[src/rtl/vinstru_acq_sequencer.sv]
// vinstru_acq_sequencer: runs the virtual instrument through a programmed
// number of acquisitions (reset pulse, run until done, idle gap) without
// software involvement per shot. Lives in the PCIe AXI clock domain.
//
// Control pulses: start and abort are single-cycle strobes sampled on the
// rising edge of axi_aclk; there is no ready/ack. start is taken only in
// IDLE. abort is taken in any other state and overrides everything else in
// that cycle. vinstru_done is a level that is only looked at in RUN.
module vinstru_acq_sequencer #(
    parameter int RST_CYCLES = 4,
    parameter int CNT_W      = 16
) (
    input  logic             axi_aclk,
    input  logic             axi_aresetn,
    input  logic             start,
    input  logic             abort,
    input  logic [CNT_W-1:0] num_acq,
    input  logic [31:0]      gap_cycles,
    input  logic [31:0]      timeout_cycles,
    input  logic             vinstru_done,
    output logic             vinstru_run,
    output logic             vinstru_reset,
    output logic             busy,
    output logic [CNT_W-1:0] acq_count,
    output logic             acq_pulse,
    output logic             seq_done,
    output logic             timeout_err
);

    // rst_cnt only has to reach RST_CYCLES-1
    localparam int RC_W = (RST_CYCLES > 1) ? $clog2(RST_CYCLES) : 1;
    localparam logic [RC_W-1:0] RST_LAST = RC_W'(RST_CYCLES - 1);

    typedef enum logic [1:0] {
        S_IDLE = 2'd0,
        S_RST  = 2'd1,
        S_RUN  = 2'd2,
        S_GAP  = 2'd3
    } state_t;

    state_t            state;
    state_t            state_nx;
    logic [RC_W-1:0]   rst_cnt;
    logic [31:0]       run_timer;
    logic [31:0]       gap_cnt;
    logic [CNT_W-1:0]  num_acq_lat;
    logic [31:0]       gap_lat;
    logic [31:0]       tmo_lat;
    logic [CNT_W-1:0]  cnt_inc;
    logic              start_ok;
    logic              acq_hit;
    logic              tmo_hit;
    logic              seq_last;

    // Next completed-acquisition count; sticks at all-ones in continuous mode
    assign cnt_inc = (acq_count == {CNT_W{1'b1}}) ? acq_count : acq_count + CNT_W'(1);

    // State register
    always_ff @(posedge axi_aclk) begin
        if (!axi_aresetn) begin
            state <= S_IDLE;
        end else begin
            state <= state_nx;
        end
    end

    // Next-state logic; abort is checked first in every busy state
    always_comb begin
        state_nx = state;
        start_ok = 1'b0;
        acq_hit  = 1'b0;
        tmo_hit  = 1'b0;
        seq_last = 1'b0;
        case (state)
            S_IDLE: begin
                if (start) begin
                    state_nx = S_RST;
                    start_ok = 1'b1;
                end
            end
            S_RST: begin
                if (abort) begin
                    state_nx = S_IDLE;
                end else if (rst_cnt == RST_LAST) begin
                    state_nx = S_RUN;
                end
            end
            S_RUN: begin
                if (abort) begin
                    state_nx = S_IDLE;
                end else if (vinstru_done) begin
                    // done beats a timeout expiring in the same cycle
                    acq_hit = 1'b1;
                    if ((num_acq_lat != '0) && (cnt_inc == num_acq_lat)) begin
                        seq_last = 1'b1;
                        state_nx = S_IDLE;
                    end else if (gap_lat == 32'd0) begin
                        state_nx = S_RST;
                    end else begin
                        state_nx = S_GAP;
                    end
                end else if ((tmo_lat != 32'd0) && (run_timer == tmo_lat - 32'd1)) begin
                    // run has been high for tmo_lat cycles without done
                    tmo_hit  = 1'b1;
                    state_nx = S_IDLE;
                end
            end
            S_GAP: begin
                if (abort) begin
                    state_nx = S_IDLE;
                end else if (gap_cnt == gap_lat - 32'd1) begin
                    state_nx = S_RST;
                end
            end
            default: begin
                state_nx = S_IDLE;
            end
        endcase
    end

    // Per-state counters restart whenever their state is (re)entered
    always_ff @(posedge axi_aclk) begin
        if (!axi_aresetn) begin
            rst_cnt   <= '0;
            run_timer <= 32'd0;
            gap_cnt   <= 32'd0;
        end else begin
            rst_cnt   <= (state == S_RST && state_nx == S_RST) ? rst_cnt + RC_W'(1) : '0;
            run_timer <= (state == S_RUN && state_nx == S_RUN) ? run_timer + 32'd1 : 32'd0;
            gap_cnt   <= (state == S_GAP && state_nx == S_GAP) ? gap_cnt + 32'd1 : 32'd0;
        end
    end

    // Sequence settings are frozen when a start is accepted
    always_ff @(posedge axi_aclk) begin
        if (!axi_aresetn) begin
            num_acq_lat <= '0;
            gap_lat     <= 32'd0;
            tmo_lat     <= 32'd0;
        end else if (start_ok) begin
            num_acq_lat <= num_acq;
            gap_lat     <= gap_cycles;
            tmo_lat     <= timeout_cycles;
        end
    end

    // Registered outputs, decoded from the state being entered
    always_ff @(posedge axi_aclk) begin
        if (!axi_aresetn) begin
            vinstru_run   <= 1'b0;
            vinstru_reset <= 1'b0;
            busy          <= 1'b0;
            acq_count     <= '0;
            acq_pulse     <= 1'b0;
            seq_done      <= 1'b0;
            timeout_err   <= 1'b0;
        end else begin
            vinstru_run   <= (state_nx == S_RUN);
            vinstru_reset <= (state_nx == S_RST);
            busy          <= (state_nx != S_IDLE);
            acq_pulse     <= acq_hit;
            if (start_ok) begin
                acq_count   <= '0;
                seq_done    <= 1'b0;
                timeout_err <= 1'b0;
            end else begin
                if (acq_hit) begin
                    acq_count <= cnt_inc;
                end
                if (seq_last) begin
                    seq_done <= 1'b1;
                end
                if (tmo_hit) begin
                    timeout_err <= 1'b1;
                end
            end
        end
    end

endmodule

[config.mk]
export PLATFORM = sky130hd
export DESIGN_NAME = vinstru_acq_sequencer
export DESIGN_NICKNAME = d
export VERILOG_FILES = /design/src/rtl/vinstru_acq_sequencer.sv
export SDC_FILE = /design/constraint.sdc
export NUM_CORES = 1
export LEC_CHECK = 0
export ABC_AREA = 0
export BUFFER_PORTS_ARGS = -buffer_cell sky130_fd_sc_hd__buf_4
export CAP_MARGIN = 20
export CORE_MARGIN = 1
export CORE_UTILIZATION = 35
export DETAILED_ROUTE_END_ITERATION = 10
export HOLD_SLACK_MARGIN = 0.12
export PLACE_DENSITY_LB_ADDON = 0.3
export SYNTH_ARGS = -nofsm -noshare
export SYNTH_HDL_FRONTEND = slang
export SYNTH_SLANG_ARGS = --single-unit
[constraint.sdc]
create_clock -name axi_aclk -period 5.01 [get_ports axi_aclk]
set_input_delay 0.7515 -clock axi_aclk [delete_from_list [all_inputs] [get_ports axi_aclk]]
set_output_delay 0.7515 -clock axi_aclk [all_outputs]
set_load 0.02 [all_outputs]
Word level (Yosys, flattened, before mapping)
Index checks and enable logic that the tools add are counted.
{"block": "classes", "addsub": 6, "n_eq_ne": 11, "mux": 25, "bitwise": 1, "n_reduce_logical": 14}
{"operator": "$add A32 B1 Y32 const B", "n": 2}
{"operator": "$eq A32 B32 Y1", "n": 2}
{"operator": "$sub A32 B1 Y32 const B", "n": 2}
{"operator": "$logic_not A32 Y1", "n": 1}
{"operator": "$reduce_bool A32 Y1", "n": 1}
{"operator": "$mux W2", "n": 10}
{"operator": "$add A16 B1 Y16 const B", "n": 1}
{"operator": "$eq A16 B16 Y1", "n": 1}
{"operator": "$eq A16 B16 Y1 const B", "n": 1}
{"operator": "$mux W16", "n": 1}
{"operator": "$reduce_bool A16 Y1", "n": 1}
{"operator": "$mux W1", "n": 13}
{"operator": "$eq A2 B2 Y1 const B", "n": 5}
{"operator": "$pmux W2 S4", "n": 1}
{"operator": "$reduce_and A2 Y1", "n": 3}
{"operator": "$logic_and A1 B1 Y1", "n": 5}
{"operator": "$eq A2 B1 Y1 const B", "n": 2}
{"operator": "$add A2 B1 Y2 const B", "n": 1}
{"operator": "$logic_not A2 Y1", "n": 1}
{"operator": "$reduce_bool A2 Y1", "n": 1}
{"operator": "$reduce_or A2 Y1", "n": 1}
{"operator": "$not A1 Y1", "n": 1}
{"block": "word_totals", "reg_bits": 170, "elab_cells": 71}

Depth between registers and ports, before layout
{"block": "depth", "ltp_word": 11, "ltp_mapped": 13}

Worst setup path after synthesis
No wires, ideal clock.
{"block": "synth_timing", "path_kind": "register to register", "start": "register gap_lat[0]", "end": "register gap_cnt[23]", "arrival_time_ps": 3310, "required_ps": 4895, "path_slack_ps": 1585, "path_stages_with_launch": 13, "n_path_buf": 1, "cell_sequence": "dfxtp_1 > inv_1 > ha_1 > nor3b_1 > nand2_1 > or4_1 > or4_1 > a31o_1 > nor4_2 > a311oi_1 > o2111ai_2 > buf_6 > nor2_2"}
{"block": "synth_between", "elab_chain_len": 9, "word_cells_on_any_way": 13}
{"item": "from (decl)", "line": "47", "text": "logic [31:0] gap_lat;"}
{"item": "from (signal assigned)", "line": "142", "text": "gap_lat <= gap_cycles;"}
{"item": "branches (longest 5 deep; another with $sub A32 B1 Y32)"}
{"item": "$pmux W2 S4 *", "line": "74", "text": "case (state)"}
{"item": "$eq A2 B2 Y1 *", "line": "130", "text": "gap_cnt <= (state == S_GAP && state_nx == S_GAP) ? gap_cnt + 32'd1 : 32'd0;"}
{"item": "$logic_and A1 B1 Y1 *", "line": "130"}
{"item": "$reduce_and A2 Y1 (no line) *"}
{"item": "to (signal assigned)", "line": "130"}
{"item": "to (decl)", "line": "45", "text": "logic [31:0] gap_cnt;"}
Every way passes the cells marked *.
A chain may end at the register's enable or synchronous reset.

Final worst setup path
{"block": "layout_timing", "start": "register tmo_lat[2]", "end": "register run_timer[25]"}
{"block": "layout_between", "elab_chain_len": 10, "word_cells_on_any_way": 11}
{"item": "from (decl)", "line": "48", "text": "logic [31:0] tmo_lat;"}
{"item": "from (signal assigned)", "line": "143", "text": "tmo_lat <= timeout_cycles;"}
{"item": "$sub A32 B1 Y32", "line": "102", "text": "end else if ((tmo_lat != 32'd0) && (run_timer == tmo_lat - 32'd1)) begin"}
{"item": "$eq A32 B32 Y1", "line": "102"}
{"item": "$logic_and A1 B1 Y1 *", "line": "102"}
{"item": "$mux W2 *", "line": "102"}
{"item": "$mux W2 *", "line": "91", "text": "end else if (vinstru_done) begin"}
{"item": "$mux W2 *", "line": "89", "text": "if (abort) begin"}
{"item": "$pmux W2 S4 *", "line": "74"}
{"item": "$eq A2 B2 Y1 *", "line": "129", "text": "run_timer <= (state == S_RUN && state_nx == S_RUN) ? run_timer + 32'd1 : 32'd0;"}
{"item": "$logic_and A1 B1 Y1 *", "line": "129"}
{"item": "$reduce_and A2 Y1 (no line) *"}
{"item": "to (signal assigned)", "line": "129"}
{"item": "to (decl)", "line": "44", "text": "logic [31:0] run_timer;"}
Mark *: on every way between the ends. The rest lies on a longest branch, timed or not.

==> results.md <==
- 167 um — floorplan die height
- 0.357 — effective utilization at floorplan
- 0 — hold buffer count at CTS
- 0.893 — routability-driven placement congestion ratio
- 0 — post-cts gate resize count
- 1331 — post-synth net total
- 0.417 — final design utilization
- clkbuf_16 — buffer type at the clock tree root
- 1 — Bufs and invs on worst path
- 4220 ps — CP Data Arrival Time
- run_timer[25] — critical register-to-register path endpoint
- 0.00959 mm^2 — Post-Syn Area
- flop to flop — critical path class
- 14.8 ps — clock tree skew after final layout
- 15.5 um — Routed wire per std cell
- 3910 ps — final critical-path required period
- 19.0 mm — DP Wirelength
- 0.00340 mm^2 — Storage cell area
- 1632 — cell total after placement
- 0.355 — sequential fraction of the synthesis area
- 3.99 nW — static power due to leakage
- 170 — clk sink count
- 0.186 — total global routing track utilization
- 1100 ps — register-to-register path setup slack
- 0 — initial antenna violation count
- 170 — flop and latch count out of synthesis
- 0.780 — share of the cycle needed by the critical path after routing
- false — unrepaired setup endpoints after global routing
- 0 — max-cap viol count
- 5.30 — routed vias/inst
- flop — nature of the critical path startpoint
- 17.0% — synth-to-layout area growth
- 916 ps — transition time of the tightest slew-check pin
- 69 — number of distinct library cells after synthesis
- finished, final reports clean — status
- 0.0281 mm^2 — Die Footprint
- 17 — cts bufs inserted
- 106 — port bufs
- 82 — largest net degree at the start of global routing
- 5 — router iterations before antenna repair
- or4_1 > nor4_1 > mux2_2 > mux2i_1 > a21oi_1 > nor4_1 > a32oi_1 > nand3_1 > buf_4 > nor2_1 — CP Cell Sequence
- 10 — r2r worst-path depth
- 0 — count of flip-flops with a built-in enable after synthesis
- tmo_lat[2] — RR Startpoint
- 0 — DR DRC count
- 0 — total overflow reported by the global router
- tmo_lat[1] — Min-Delay Startpoint
- 2 — cell depth of the worst min-delay path
- 0 — max-slew violations
- 70 ps — clock edge transition at the registers on the reported setup and hold paths
- 3.35 mW — Pwr Total
- 0.256 GHz — fmax
- 167 um — die outline width
- 7.74 um^2 — Avg Inst Size Synth
- nor4_1 — library cell appearing most often on the critical path
- 25.9 mm — DRT Wirelength
- 0.384 — relative max-transition margin
- 2761 — number of fill cells
- 213 x nand2_1, 170 x dfxtp_1, 125 x nor2_1, 114 x buf_4, 113 x xnor2_1 — leading cell types in the layout, fill and taps excluded
- 0 — post-CTS setup repair buffer count
- 8818 — via count
- 5320 ps — required time of the critical path
- 0 — number of inserted diodes
- built — CTS tree
- 0.00584 mm^2 — multi-input gate area in the final layout
- 0.0269 mm^2 — total core area
- 4 — # H-tree levels
- 1402 — final net count
- 810 ps — slowest cell delay on critical path
- 1664 — Cell Count, Final, Fillers Out
- 2 — Max Root-Sink Buffers
- 1239 — Syn Inst Count
- 0 — Finish-stage setup viols
- 0 — share of synthesized registers carrying an async set or reset
- 486 ps — Post-Route Hold Slack
- flop — endpoint kind of the worst setup timing path
- 8214 — number of global-route vias before repair
- 42.1 mm — first-pass GRT wire length
- dfxtp_1 — Post-synth top flop
- 60 — number of core rows
- 0 — count of warnings emitted by yosys
- flop to flop — Worst Hold Class
- 0.135 — ratio of cells with drive above 1 in the final layout
- simple AND/OR/NAND/NOR gates — gate family responsible for the most delay along the worst path
- nor4_1 — cell with the largest stage delay on the worst path
- nand2_1 — most common cell after layout, fill and taps aside
- 0 ps — Final TNS setup
- 0 — final hold viol count
- 30 — top fanout value on the critical path
- tmo_lat[1] — destination of the worst hold path
- 440 ps — clock insertion delay at the later pin of the skew report
- 107 — total I/O pin count
- 0.230 mV — worst supply voltage drop on vdd
- 0 — post-route antenna net violation count
- 299 mW/mm^2 — power density cells
- 652 — DRC violation total after the first TritonRoute iteration
where the power goes:
group / switching [mW] / internal, mW
sequential: 0.0679 / 1.39
clock: 0.597 / 0.796
combinational: 0.272 / 0.227
layout make-up:
class	instances	share of cell area
Sequential cell	170	0.303
Multi-Input combinational cell	986	0.521
Tap cell	341	0.0380
Clock inverter	15	0.0164
Inverter	21	0.00703
Clock buffer	17	0.0379
Timing Repair Buffer	114	0.0763
worst register-to-register path, cell delays in order (launching register included):
cell	delay, ps
dfxtp_1	390
or4_1	650
nor4_1	810
mux2_2	420
mux2i_1	130
a21oi_1	90
nor4_1	500
a32oi_1	240
nand3_1	140
buf_4	330
nor2_1	110
synth_stat cells, drive strengths merged (6+ instances only):
cell / count / area share
xnor2: 113 / 0.10
xor2: 65 / 0.059
nand2: 214 / 0.084
and4: 10 / 0.0091
nand3: 58 / 0.030
nor4b: 8 / 0.0073
o21ai: 22 / 0.011
dfxtp: 170 / 0.36
nand3b: 9 / 0.0070
buf: 6 / 0.0059
nor4: 34 / 0.023
nand2b: 8 / 0.0052
a21oi: 96 / 0.050
and2: 7 / 0.0046
or3: 16 / 0.011
or2: 6 / 0.0039
and3: 20 / 0.013
or4: 19 / 0.015
clkbuf: 56 / 0.022
ha: 7 / 0.0091
nor2b: 8 / 0.0052
nor2: 135 / 0.055
nand4: 22 / 0.014
inv: 21 / 0.0082
nor3: 29 / 0.015
layer usage:
metal,GRT usage,vias to the layer above,share of wire
li1,-,4443,-
met1,0.249,4126,0.47
met2,0.298,206,0.46
met3,0.0310,43,0.038
met4,0.0730,0,0.028
met5,0,-,0
registers in the layout, summed over array words and instances (netlist names), 2 cells and up:
signal,count
state,2
num_acq_lat,16
acq_count,16
rst_cnt,2
gap_lat,32
run_timer,32
tmo_lat,32
gap_cnt,32
how the worst max path moves through the flow:
stage	endpoint	slack, ps	startpoint	cells after the start
after global routing	run_timer[22]	860	gap_lat[8]	10
after CTS	gap_cnt[15]	1080	gap_lat[8]	10
final	run_timer[25]	1100	tmo_lat[2]	10
after global placement	gap_cnt[7]	1170	gap_lat[8]	10
after floorplan	gap_cnt[23]	1580	gap_lat[0]	12
after detailed placement	gap_cnt[15]	1110	gap_lat[8]	10
cell families after synthesis:
family                     synth area share
and+or+nand+nor                       0.318
muxes                               0.00757
AOI/OAI and AO/OA                     0.112
buffers and inverters                0.0360
xor gates and xnor gates              0.163
adders and majority gates           0.00914
DFF                                   0.355
metrics by stage:
step	area [um^2]	setup WS [ps]
floorplan	9590	1580
global placement	10600	1170
detailed placement	10600	1110
CTS	11200	1080
global route	11200	858
finish	11200	1100
No activity file was read; power rests on OpenSTA's default activity.
